`src/rtl/decode_pipe_ctrl.sv`:
```
// Main control decoder plus ID/EX and EX/MEM pipeline registers of the 5-stage MIPS-subset CPU.
// Data fields pass through bit-exact; unknown opcodes decode to an all-zero bubble.
module decode_pipe_ctrl (
  input  logic        clk,
  input  logic        rst,
  input  logic [31:0] id_instr,
  input  logic [31:0] id_pc,
  input  logic [31:0] id_rs_data,
  input  logic [31:0] id_rt_data,
  input  logic [31:0] ex_alu_result,
  input  logic        ex_zero,
  output logic [1:0]  id_regdst,
  output logic [1:0]  id_memtoreg,
  output logic [1:0]  id_jump,
  output logic        id_regwrite,
  output logic        id_memread,
  output logic        id_memwrite,
  output logic        id_branch,
  output logic [1:0]  ex_regdst,
  output logic [1:0]  ex_memtoreg,
  output logic [1:0]  ex_jump,
  output logic        ex_regwrite,
  output logic        ex_memread,
  output logic        ex_memwrite,
  output logic        ex_branch,
  output logic [31:0] ex_pc,
  output logic [31:0] ex_instr,
  output logic [31:0] ex_rs_data,
  output logic [31:0] ex_rt_data,
  output logic [4:0]  ex_rs,
  output logic [4:0]  ex_rt,
  output logic [4:0]  ex_rd,
  output logic [4:0]  ex_write_reg,
  output logic [1:0]  mem_memtoreg,
  output logic [1:0]  mem_jump,
  output logic        mem_regwrite,
  output logic        mem_memread,
  output logic        mem_memwrite,
  output logic        mem_branch,
  output logic        mem_zero,
  output logic [31:0] mem_pc,
  output logic [31:0] mem_instr,
  output logic [31:0] mem_alu_result,
  output logic [31:0] mem_rs_data,
  output logic [31:0] mem_rt_data,
  output logic [4:0]  mem_write_reg
);

  logic [5:0] w_op;
  logic [5:0] w_funct;

  assign w_op    = id_instr[31:26];
  assign w_funct = id_instr[5:0];

  always_comb begin
    id_regdst   = 2'd0;
    id_memtoreg = 2'd0;
    id_jump     = 2'd0;
    id_regwrite = 1'b0;
    id_memread  = 1'b0;
    id_memwrite = 1'b0;
    id_branch   = 1'b0;
    case (w_op)
      6'h00: begin
        if (w_funct == 6'h08) begin
          id_jump = 2'd2;
        end else begin
          id_regdst   = 2'd1;
          id_regwrite = 1'b1;
        end
      end
      6'h08, 6'h09, 6'h0A, 6'h0C, 6'h0D, 6'h0E: id_regwrite = 1'b1;
      6'h23: begin
        id_memread  = 1'b1;
        id_memtoreg = 2'd1;
        id_regwrite = 1'b1;
      end
      6'h2B:        id_memwrite = 1'b1;
      6'h04, 6'h05: id_branch   = 1'b1;
      6'h02:        id_jump     = 2'd1;
      6'h03: begin
        id_jump     = 2'd1;
        id_regdst   = 2'd2;
        id_memtoreg = 2'd2;
        id_regwrite = 1'b1;
      end
      default: ;
    endcase
  end

  // ID/EX stage
  logic [1:0]  r_ex_regdst, r_ex_memtoreg, r_ex_jump;
  logic        r_ex_regwrite, r_ex_memread, r_ex_memwrite, r_ex_branch;
  logic [31:0] r_ex_pc, r_ex_instr, r_ex_rs_data, r_ex_rt_data;

  always_ff @(posedge clk) begin
    if (rst) begin
      r_ex_regdst   <= 2'd0;
      r_ex_memtoreg <= 2'd0;
      r_ex_jump     <= 2'd0;
      r_ex_regwrite <= 1'b0;
      r_ex_memread  <= 1'b0;
      r_ex_memwrite <= 1'b0;
      r_ex_branch   <= 1'b0;
      r_ex_pc       <= 32'd0;
      r_ex_instr    <= 32'd0;
      r_ex_rs_data  <= 32'd0;
      r_ex_rt_data  <= 32'd0;
    end else begin
      r_ex_regdst   <= id_regdst;
      r_ex_memtoreg <= id_memtoreg;
      r_ex_jump     <= id_jump;
      r_ex_regwrite <= id_regwrite;
      r_ex_memread  <= id_memread;
      r_ex_memwrite <= id_memwrite;
      r_ex_branch   <= id_branch;
      r_ex_pc       <= id_pc;
      r_ex_instr    <= id_instr;
      r_ex_rs_data  <= id_rs_data;
      r_ex_rt_data  <= id_rt_data;
    end
  end

  assign ex_regdst   = r_ex_regdst;
  assign ex_memtoreg = r_ex_memtoreg;
  assign ex_jump     = r_ex_jump;
  assign ex_regwrite = r_ex_regwrite;
  assign ex_memread  = r_ex_memread;
  assign ex_memwrite = r_ex_memwrite;
  assign ex_branch   = r_ex_branch;
  assign ex_pc       = r_ex_pc;
  assign ex_instr    = r_ex_instr;
  assign ex_rs_data  = r_ex_rs_data;
  assign ex_rt_data  = r_ex_rt_data;
  // Register fields come from the latched instruction, so they clear with it on reset.
  assign ex_rs       = r_ex_instr[25:21];
  assign ex_rt       = r_ex_instr[20:16];
  assign ex_rd       = r_ex_instr[15:11];

  always_comb begin
    ex_write_reg = ex_rt;
    case (ex_regdst)
      2'd1:    ex_write_reg = ex_rd;
      2'd2:    ex_write_reg = 5'd31;
      default: ex_write_reg = ex_rt;
    endcase
  end

  // EX/MEM stage
  logic [1:0]  r_mem_memtoreg, r_mem_jump;
  logic        r_mem_regwrite, r_mem_memread, r_mem_memwrite, r_mem_branch, r_mem_zero;
  logic [31:0] r_mem_pc, r_mem_instr, r_mem_alu_result, r_mem_rs_data, r_mem_rt_data;
  logic [4:0]  r_mem_write_reg;

  always_ff @(posedge clk) begin
    if (rst) begin
      r_mem_memtoreg   <= 2'd0;
      r_mem_jump       <= 2'd0;
      r_mem_regwrite   <= 1'b0;
      r_mem_memread    <= 1'b0;
      r_mem_memwrite   <= 1'b0;
      r_mem_branch     <= 1'b0;
      r_mem_zero       <= 1'b0;
      r_mem_pc         <= 32'd0;
      r_mem_instr      <= 32'd0;
      r_mem_alu_result <= 32'd0;
      r_mem_rs_data    <= 32'd0;
      r_mem_rt_data    <= 32'd0;
      r_mem_write_reg  <= 5'd0;
    end else begin
      r_mem_memtoreg   <= ex_memtoreg;
      r_mem_jump       <= ex_jump;
      r_mem_regwrite   <= ex_regwrite;
      r_mem_memread    <= ex_memread;
      r_mem_memwrite   <= ex_memwrite;
      r_mem_branch     <= ex_branch;
      r_mem_zero       <= ex_zero;
      r_mem_pc         <= ex_pc;
      r_mem_instr      <= ex_instr;
      r_mem_alu_result <= ex_alu_result;
      r_mem_rs_data    <= ex_rs_data;
      r_mem_rt_data    <= ex_rt_data;
      r_mem_write_reg  <= ex_write_reg;
    end
  end

  assign mem_memtoreg   = r_mem_memtoreg;
  assign mem_jump       = r_mem_jump;
  assign mem_regwrite   = r_mem_regwrite;
  assign mem_memread    = r_mem_memread;
  assign mem_memwrite   = r_mem_memwrite;
  assign mem_branch     = r_mem_branch;
  assign mem_zero       = r_mem_zero;
  assign mem_pc         = r_mem_pc;
  assign mem_instr      = r_mem_instr;
  assign mem_alu_result = r_mem_alu_result;
  assign mem_rs_data    = r_mem_rs_data;
  assign mem_rt_data    = r_mem_rt_data;
  assign mem_write_reg  = r_mem_write_reg;

endmodule

```
`config.mk`:
```
export PLATFORM = sky130hd
export DESIGN_NAME = decode_pipe_ctrl
export DESIGN_NICKNAME = d
export VERILOG_FILES = /design/src/rtl/decode_pipe_ctrl.sv
export SDC_FILE = /design/constraint.sdc
export NUM_CORES = 1
export LEC_CHECK = 0
export CORE_AREA = 3 3 198 200
export CTS_BUF_LIST = sky130_fd_sc_hd__clkbuf_4
export DETAILED_ROUTE_END_ITERATION = 10
export DIE_AREA = 0 0 201 203
export MAX_ROUTING_LAYER = met4
export PLACE_DENSITY = 0.52
export SLEW_MARGIN = 20
export SYNTH_ARGS = -nofsm -noshare
export SYNTH_HDL_FRONTEND = slang
export SYNTH_SLANG_ARGS = --single-unit
```
`constraint.sdc`:
```
create_clock -name clk -period 7.1 [get_ports clk]
set_clock_uncertainty 0.05 [all_clocks]
set_input_delay 2.13 -clock clk [delete_from_list [all_inputs] [get_ports clk]]
set_output_delay 2.13 -clock clk [all_outputs]
set_load 0.02 [all_outputs]
```
* Word level (Yosys, flattened, before mapping)
Index checks and enable logic that the tools add are counted.
Cells by class: multipliers 0, bitwise logic cells 0, equal/unequal tests 15, shift-type cells 0, multiplexer cells 11, div/mod/pow operators 0, reductions and logical operators 4, $add $sub $neg 0, magnitude comparators 0
Operators by type and width (count):
- 6-bit by 4-bit == test with 1-bit output (second input constant) | 7
- 6-bit by 2-bit == test with 1-bit output (second input constant) | 2
- 6-bit by 3-bit == test with 1-bit output (second input constant) | 2
- 6-bit == test (second input constant) | 2
- 2-bit one-hot mux with 2 select lines | 3
- 5-bit one-hot mux with 2 select lines | 1
- 8-bit OR reduction | 1
- 6-bit logical NOT | 1
- 1-bit 2-to-1 mux | 5
- 2-bit OR reduction | 2
- 2-bit by 1-bit == test with 1-bit output (second input constant) | 1
- 2-bit == test (second input constant) | 1
- 2-bit 2-to-1 mux | 1
- 1-bit one-hot mux with 2 select lines | 1
Storage, ports and cells: register bits 312, latch bits 0, RAM bits 0, ROM bits 0, output and inout port bits 342, word-level logic and storage cells 54, input bits 163, memories kept 0

* Longest topological paths before layout
Gate-level depths: netlist of run 1.
depth in word-level cells 3, depth in mapped cells 6, mapped depth without buffers 5

* Worst setup path before layout of run 1
OpenSTA, ideal clock, no wires.
kind input port to output port, start in id_instr[28], end out id_regwrite, path buffers 1, stages 5, slack 1.450 ns, required time 4.920 ns, arrival time 3.470 ns, cells stage by stage buf_4 -> or4_4 -> or3_4 -> nand2b_4 -> nand2_1
Between the ends: longest elaborated chain between the ends 3, elaborated cells on any way between the ends 11, those cells by class 8 x eq/ne; 1 x mux; 2 x reduce/logical
RTL lines:
- from (decl) | line 6 | input logic [31:0] id_instr,
- 6-bit == test (tied with other cells) | line 63 | case (w_op)
- 8-bit OR reduction (no source line)
- 1-bit one-hot mux with 2 select lines * | line 63
- to (decl) | line 15 | output logic id_regwrite,
Every way passes the cells marked *; elsewhere a longest branch is shown, timed or not.

* Worst setup path after layout of run 1
start in id_instr[29], end out id_regwrite
The elaborated chain is that of the path after synthesis.

==> results.toml, run 1 <==
[synth]
synth.top_cell.area_share_pct = 71.64
synthAdderAreaFrac_pct = 0.2870
avgSynthCellArea_um2 = 12.13
ys_seq_area_share_pct = 71.64
synth_cells = 719
netlist_area_um2 = 8718
synth_largest_area_cell = "dfxtp_1"
synth_cell_type_count = 23
synthMuxAreaShare_pct = 0.1148
synth-xor-area-share_pct = 0
synth_compound_area_share_pct = 0.7606
yosys.area_share.simple_pct = 24.01
yosysWarningCount = 0
synth_fp_nets = 884
synth_area_leaders = "dfxtp_1 (72%), nor2b_1 (22%), clkbuf_1 (1.5%), buf_4 (1.4%), nand2_1 (0.34%)"
synth_seq_cells = 312
synth_top_family_by_area = "simple AND/OR/NAND/NOR gates"

[die]
initial_core_util_pct = 23.20
pin_count = 505
core-area_um2 = 37580
row_count = 71
die_h_um = 203
die-area_um2 = 40800
die_w_um = 201

[pwr]
p_total_mw = 3.992
ir_drop_mv = 0.1374
p_per_area_nw_per_um2 = 261.0
leakage_nw = 5.892

[drt]
drt-total-wl_um = 28520
wl_per_cell_um = 15.61
drc = 0
drt_pass1_iterations = 4
vias_per_cell = 3.679
vias = 6722
final_antenna_net_count = 0
drt_iter0_markers = 162

[finish]
layout_common_cells = "clkdlybuf4s50_1 (503), dfxtp_1 (312), nor2b_1 (306)"
areaGrowthSynthToFinish_pct = 75.46
multi_input_area_um2 = 2195
fin_nets = 1427
layout_commonest_cell = "clkdlybuf4s50_1"
ff_latch_area_um2 = 6246
fillers = 3712
drive_above_1_share_pct = 10.59

[critical_path]
crit_path_end_kind = "primary output"
cp_data_arrival_time_ns = 4.54
cpMostUsedCell = "clkdlybuf4s50_1"
crit_required_ns = 4.92
max_stage_delay_ns = 0.63
cp_num_buf_inv = 2
path_max_fanout = 10
crit_slowest_cell = "or4_4"
crit_path_start_kind = "input pin"
crit_path_cell_trace = "clkdlybuf4s50_1 -> or4_4 -> or3_4 -> nand2b_4 -> nand2_1 -> clkdlybuf4s50_1"
path_class = "in2out"
cp_top_family = "simple AND/OR/NAND/NOR gates"

[global_routing]
grt_usage_pct = 13.73
grt_max_degree = 158
antenna_found_initial = 3
grt_pass1_vias = 6750
grt-ovfl-total = 0
grt_pass1_wl_um = 41100

[clock_tree]
cts_sinks = 312
ctsHoldBuffers = 0
cts_setup_buffers = 0
ctsHtreeMaxLevel = 3
cts_tree = "done"
clock_latency_ns = 0.72
cts_inserted_buffers = 87
ctsLongestPathBuffers = 3
clk_pin_slew_ns = 0.06
cts_resized = 0
cts-root-buf = "clkbuf_4"

[place]
io_buffer_count = 504
globalplace.congestion = 0.7844
place_hpwl_um = 21300

[sta]
final_hold_viol_count = 0
fin_crit_sh_pct = 94.68
worstMarginPinSlew_ns = 0.8205
min_period_ns = 6.722
fin_tns_setup_ns = 0
rsz0062_at_grt = "no"
final-setup-viol-count = 0
fmax_mhz = 148.8
max_slew_margin_pct = 45.30
report.final.slew_viol_count = 0

[flow_run]
cap_violations = 0

[status]
status = "finished clean"

[hold_path]
hold_path_class = "reg2reg"
-- synth_stat cells --
| library cell | n |
|---|---|
| mux2i_1 | 1 |
| dfxtp_1 | 312 |
| nor3b_1 | 3 |
| buf_4 | 16 |
| or4_4 | 1 |
| nor2b_1 | 306 |
| a21oi_4 | 1 |
| inv_1 | 3 |
| nor2_1 | 6 |
| nand2b_4 | 1 |
| nor4b_1 | 1 |
| buf_6 | 1 |
| nand4b_1 | 1 |
| nor3_1 | 5 |
| or3_1 | 1 |
| or3_4 | 1 |
| ha_1 | 2 |
| nand2_1 | 8 |
| clkbuf_1 | 36 |
| or2_2 | 1 |
| a21oi_1 | 5 |
| nor4_1 | 2 |
| o21ai_0 | 5 |
-- stage by stage --
stage | instances | area (µm²) | utilization [%] | worst slack, ns | hold slack (ns)
finish | 1827 | 15300 | 40.71 | 0.3779 | 0.3953
global route | 1827 | 15300 | 40.71 | 0.3039 | 0.4055
CTS | 1823 | 15290 | 40.68 | 0.3559 | 0.3960
detailed placement | 1684 | 14180 | 37.73 | 0.3553 | 0.3981
global placement | 1684 | 14180 | 37.73 | 0.4042 | 0.3922
floorplan | 719 | 8718 | - | 1.450 | 0.4962
-- layer usage --
metal | wire length [µm] | global-route usage (%) | vias to the layer above | share of wire [%]
li1 | - | - | 3327 | -
met2 | 13960 | 22.28 | 341 | 49
met5 | 0 | - | - | 0
met4 | 911 | 6.299 | 0 | 3.2
met3 | 2731 | 6.365 | 66 | 9.6
met1 | 10920 | 14.26 | 2988 | 38
-- logic make-up (layout without fill, tap and decap cells) --
| group | Yosys count | after routing |
|---|---|---|
| other cells | 0 | 4 |
| compound gates | 11 | 11 |
| simple gates | 337 | 337 |
| mux | 1 | 1 |
| buf+inv | 56 | 649 |
| fa+ha+maj | 2 | 2 |
| flops | 312 | 312 |
-- worst reg2reg max path: stages (launching register included) --
cell	delay (ns)
dfxtp_1	0.36
inv_1	0.06
ha_1	0.41
o21ai_0	0.29
nor2b_1	0.16
-- final cells by class --
| class | count | area share [%] |
|---|---|---|
| Tap cell | 511 | 4.180 |
| Clock buffer | 121 | 5.938 |
| Multi-Input combinational cell | 351 | 14.35 |
| Inverter | 3 | 0.07361 |
| Antenna cell | 4 | 0.06543 |
| Clock inverter | 18 | 1.325 |
| Timing Repair Buffer | 507 | 33.24 |
| Sequential cell | 312 | 40.83 |
-- power breakdown --
group | internal, mW | switching [mW]
Sequential | 1.83 | 0.0332
Clock | 0.955 | 0.699
Combinational | 0.259 | 0.213
Total | 3.05 | 0.946
-- path summary, 6_finish.rpt --
check	to	cells after the start	slack, ns	start
max	id_regwrite	6	0.38	id_instr[29]
min	mem_rs_data[27]	1	0.40	ex_rs_data[27]
max reg2reg	mem_write_reg[1]	4	5.72	ex_regdst[0]
min reg2reg	mem_rs_data[27]	1	0.40	ex_rs_data[27]
No activity file was read; power rests on OpenSTA's default activity.
==> inputs of run 2 (changes only) <==
--- a/config.mk
+++ b/config.mk
@@ -11,6 +11,7 @@
 export DIE_AREA = 0 0 201 203
 export MAX_ROUTING_LAYER = met4
 export PLACE_DENSITY = 0.52
+export SKIP_LAST_GASP = 1
 export SLEW_MARGIN = 20
 export SYNTH_ARGS = -nofsm -noshare
 export SYNTH_HDL_FRONTEND = slang
==> constraint.sdc (replaced) <==
create_clock -name clk -period 7.1 [get_ports clk]
set_clock_uncertainty 0.05 [all_clocks]
set_input_delay 1.42 -clock clk [delete_from_list [all_inputs] [get_ports clk]]
set_output_delay 1.42 -clock clk [all_outputs]
set_load 0.02 [all_outputs]
==> run 2 against run 1 <==
Compared with the run above: worst hold slack gained 0.0062 ns; total power shrank 2.2%; largest power group unchanged; sequential power is essentially flat; maximum frequency grew 27%; highest routed layer unchanged.
==> results.toml, run 2 (same netlist as run 1, synthesis figures left out) <==
[status]
status = "finished clean"

[critical_path]
crit_required_ns = 5.63
path_max_fanout = 10
rrSetupSlack_ns = 5.63
crit_path_start_kind = "input pin"
crit_path_end_kind = "primary output"
cp_data_arrival_time_ns = 3.82
path_class = "in2out"

[sta]
max_slew_margin_pct = 42.95
fmax_mhz = 188.9
fin_tns_setup_ns = 0
final-setup-viol-count = 0
worstMarginPinSlew_ns = 0.8558
fin_crit_sh_pct = 74.54
report.final.slew_viol_count = 0
rsz0062_at_grt = "no"
final_hold_viol_count = 0
min_period_ns = 5.292

[global_routing]
grt_pass1_wl_um = 41690
grt_usage_pct = 13.97
antenna_found_initial = 2
grt-ovfl-total = 0
grt_pass1_vias = 6833
grt_max_degree = 158

[clock_tree]
ctsHoldBuffers = 0
clk_pin_slew_ns = 0.06
cts_sinks = 312
cts_resized = 0
cts_tree = "done"
ctsHtreeMaxLevel = 3
clock_latency_ns = 0.74
cts-root-buf = "clkbuf_4"
ctsLongestPathBuffers = 3
cts_inserted_buffers = 88
cts_setup_buffers = 0

[place]
globalplace.congestion = 0.7813
place_area_um2 = 14170
io_buffer_count = 504
place_hpwl_um = 21380
dp.cells = 1683

[finish]
design_area_um2 = 15250
layout_commonest_cell = "clkdlybuf4s50_1"
drive_above_1_share_pct = 11.11
final_cells = 1839
fin_nets = 1427
final_core_util_pct = 40.59
layout_common_cells = "clkdlybuf4s50_1 (503), dfxtp_1 (312), nor2b_1 (306)"
fillers = 3715
areaGrowthSynthToFinish_pct = 74.96

[drt]
wl_per_cell_um = 15.68
drc = 0
routed.top_layer = "met4"
drt_iter0_markers = 179
vias_per_cell = 3.632
wl_met3_um = 2731
final_antenna_net_count = 0
drt-total-wl_um = 28840
wl_met2_um = 14340
vias = 6679
drt_pass1_iterations = 4
met1_length_um = 11070

[die]
pin_count = 505
row_count = 71
die-area_um2 = 40800
die_w_um = 201
die_h_um = 203
core-area_um2 = 37580
initial_core_util_pct = 23.20

[flow_run]
cap_violations = 0

[hold_path]
hold_path_class = "reg2reg"

[pwr]
leakage_nw = 5.886
ir_drop_mv = 0.1077
p_per_area_nw_per_um2 = 255.9
==> run 2: cell count changes in the layout (fill, tap and decap cells not counted) <==
cell       previous run  this run
clkbuf_4            121       134
diode_2               4         5
inv_2                 1         3
clkinv_1              9        12
bufinv_16             5         0
clkinv_2              3         2
buf_4                 2         1
==> run 2: layout make-up <==
| type | count | area [µm²] | share of cell area [%] |
|---|---|---|---|
| sequential | 312 | 6246 | 40.95 |
| timing repair buffer | 506 | 5077 | 33.29 |
| inverter | 3 | 11.26 | 0.07382 |
| antenna | 5 | 12.51 | 0.08203 |
| clock inverter | 17 | 66.31 | 0.4347 |
| tap | 511 | 639.4 | 4.192 |
| multi-input combinational | 351 | 2195 | 14.39 |
| clock buffer | 134 | 1006 | 6.595 |
==> run 2: final timing paths <==
check,endpoint,depth (start not counted),start
setup / recovery,id_regwrite,6,id_instr[29]
hold / removal,mem_pc[15],1,ex_pc[15]
hold reg to reg,mem_pc[15],1,ex_pc[15]
setup reg to reg,mem_write_reg[3],4,ex_regdst[0]
==> run 2: layer usage <==
layer,vias to the layer above,track usage (%)
met1,2972,14.23
li1,3332,-
met2,320,23.14
met3,55,6.670
met4,0,5.897
met5,-,-
==> run 2: critical path, stage by stage <==
cell and delay [ns]:
clkdlybuf4s50_1 0.56, or4_4 0.62, or3_4 0.36, nand2b_4 0.17
nand2_1 0.08, clkdlybuf4s50_1 0.61
==> run 2: through the flow <==
stage	power [mW]	hold slack, ns	worst slack, ns
2_1_floorplan	2.093	0.4962	2.870
3_3_place_gp	2.380	0.3920	1.826
3_5_place_dp	2.381	0.3990	1.776
4_1_cts	3.998	0.4031	1.780
5_1_grt	4.120	0.4064	1.728
6_report	3.904	0.4015	1.808
==> run 2: power by group <==
part / switching (mW) / leakage (nW) / internal, mW
combinational: 0.214 / 2.65 / 0.259
sequential: 0.0326 / 2.58 / 1.83
clock: 0.716 / 0.656 / 0.851
total: 0.962 / 5.89 / 2.94
==> inputs of run 3 (changes only) <==
--- a/config.mk
+++ b/config.mk
@@ -5,12 +5,12 @@
 export SDC_FILE = /design/constraint.sdc
 export NUM_CORES = 1
 export LEC_CHECK = 0
-export CORE_AREA = 3 3 198 200
+export CORE_AREA = 3 3 193 195
 export CTS_BUF_LIST = sky130_fd_sc_hd__clkbuf_4
 export DETAILED_ROUTE_END_ITERATION = 10
-export DIE_AREA = 0 0 201 203
+export DIE_AREA = 0 0 196 198
 export MAX_ROUTING_LAYER = met4
-export PLACE_DENSITY = 0.52
+export PLACE_DENSITY = 0.57
 export SKIP_LAST_GASP = 1
 export SLEW_MARGIN = 20
 export SYNTH_ARGS = -nofsm -noshare
==> constraint.sdc (replaced) <==
create_clock -name clk -period 4.8 [get_ports clk]
set_clock_uncertainty 0.05 [all_clocks]
set_input_delay 0.96 -clock clk [delete_from_list [all_inputs] [get_ports clk]]
set_output_delay 0.96 -clock clk [all_outputs]
set_load 0.02 [all_outputs]
==> run 3 against run 2 <==
Compared with the run above: count of clock-buffer cells in the layout increased by 1; total power increased by 54%; worst hold slack got worse by 0.029 ns; critical path type unchanged; largest cell class unchanged; largest power group unchanged; highest routed layer unchanged.
==> results.toml, run 3 (same netlist as run 1, synthesis figures left out) <==
[critical_path]
crit_path_start_kind = "input pin"
max_stage_delay_ns = 0.61
r2r-start = "ex_regdst[0]"
crit_slowest_cell = "clkdlybuf4s50_1"
path_max_fanout = 5
cp_data_arrival_time_ns = 3.24
worstReg2RegEnd = "mem_write_reg[4]"
path_class = "in2out"
startpoint = "id_instr[29]"
cpMostUsedCell = "clkdlybuf4s50_1"
rrSetupSlack_ns = 3.43
reg2reg_depth = 4
crit_path_end = "id_regwrite"
cp_num_buf_inv = 2
crit_path_end_kind = "primary output"
cp_top_family = "simple AND/OR/NAND/NOR gates"
crit_required_ns = 3.79
worst-path-stages = 6
crit_path_cell_trace = "clkdlybuf4s50_1 -> or4_4 -> or3_4 -> nand2b_4 -> nand2_1 -> clkdlybuf4s50_1"

[pwr]
leakage_nw = 5.959
p_per_area_nw_per_um2 = 392.0
p_total_mw = 6.018
ir_drop_mv = 0.2042

[global_routing]
grt_usage_pct = 14.58
antenna_found_initial = 3
grt-ovfl-total = 0
grt_pass1_wl_um = 41370
grt_pass1_vias = 7010
grt_max_degree = 134

[place]
place_ws_ns = 0.5409
place_hpwl_um = 21430
io_buffer_count = 504
globalplace.congestion = 0.7863

[die]
row_count = 69
core-area_um2 = 35570
pin_count = 505
initial_core_util_pct = 24.51
die-area_um2 = 38810
die_w_um = 196
die_h_um = 198

[drt]
drt-total-wl_um = 28730
final_antenna_net_count = 0
drc = 0
vias = 6675
vias_per_cell = 3.715
drt_pass1_iterations = 4
wl_per_cell_um = 15.99
drt_iter0_markers = 147

[sta]
max_slew_margin_pct = 42.32
fmax_mhz = 235.3
report.final.slew_viol_count = 0
min_period_ns = 4.250
whs_ns = 0.3725
fin_crit_sh_pct = 88.54
rsz0062_at_grt = "no"
fin_ws_ns = 0.5499
final-setup-viol-count = 0
worstMarginPinSlew_ns = 0.8653
final_hold_viol_count = 0
fin_tns_setup_ns = 0

[clock_tree]
ctsLongestPathBuffers = 3
cts_tree = "done"
clk_pin_slew_ns = 0.06
ctsHoldBuffers = 0
cts_setup_buffers = 0
cts-root-buf = "clkbuf_4"
cts_inserted_buffers = 88
clock_latency_ns = 0.70
cts_resized = 0
cts_sinks = 312
ctsHtreeMaxLevel = 3

[finish]
fin_nets = 1433
final_core_util_pct = 43.17
layout_common_cells = "clkdlybuf4s50_1 (503), dfxtp_1 (312), nor2b_1 (306)"
layout_commonest_cell = "clkdlybuf4s50_1"
drive_above_1_share_pct = 11.56
areaGrowthSynthToFinish_pct = 76.12

[hold_path]
hold_path_class = "reg2reg"
min_path_cells = 1

[flow_run]
cap_violations = 0

[status]
status = "finished clean"
## run 3: cell types whose count changed in the layout (fill, tap and decap cells not counted), sizes merged
cell | before | now
inv | 6 | 3
bufinv | 0 | 4
clkbuf | 134 | 135
buf | 3 | 9
clkinvlp | 0 | 1
diode | 5 | 4
## run 3: per-stage QoR
step | instances | instance area (µm²)
2_1_floorplan | 719 | 8718
3_3_place_gp | 1639 | 14150
5_1_grt | 1796 | 15350
4_1_cts | 1793 | 15340
6_report | 1797 | 15350
3_5_place_dp | 1639 | 14150
## run 3: final cells by class
type / instances / area, µm²
diodes: 4 / 10.01
clock buffers: 135 / 1013
clock inverters: 19 / 180.2
fillers: 3406 / 20210
inverters: 3 / 11.26
multi-input cells: 351 / 2195
flip-flops and latches: 312 / 6246
well taps: 461 / 576.8
repair buffers: 512 / 5122
## run 3: layer usage
layer | track usage (%) | share of wire, % | routed length, µm | vias to the layer above
met5 | - | 0 | 0 | -
met4 | 7.182 | 2.7 | 769 | 0
met3 | 5.887 | 8.9 | 2564 | 57
met2 | 23.64 | 49 | 14010 | 319
met1 | 15.53 | 40 | 11390 | 2950
li1 | - | - | - | 3349
## run 3: worst min-delay path by stage
stage / startpoint / endpoint / slack (ns)
4_1_cts: ex_pc[0] / mem_pc[0] / 0.37
3_5_place_dp: ex_instr[8] / mem_instr[8] / 0.40
6_report: ex_pc[0] / mem_pc[0] / 0.37
3_3_place_gp: ex_instr[4] / mem_instr[4] / 0.39
2_1_floorplan: ex_branch / mem_branch / 0.50
5_1_grt: ex_pc[0] / mem_pc[0] / 0.39
## run 3: worst reg2reg max path, cell delays in order (launching register included)
cell and delay, ns:
dfxtp_1 0.36, inv_1 0.05, ha_1 0.39, o21ai_0 0.28
nor2b_1 0.17
## run 3: power by group
part / total [mW] / switching (mW) / internal, mW
clock network: 2.56 / 1.07 / 1.48
logic: 0.705 / 0.319 / 0.386
registers: 2.76 / 0.0489 / 2.71
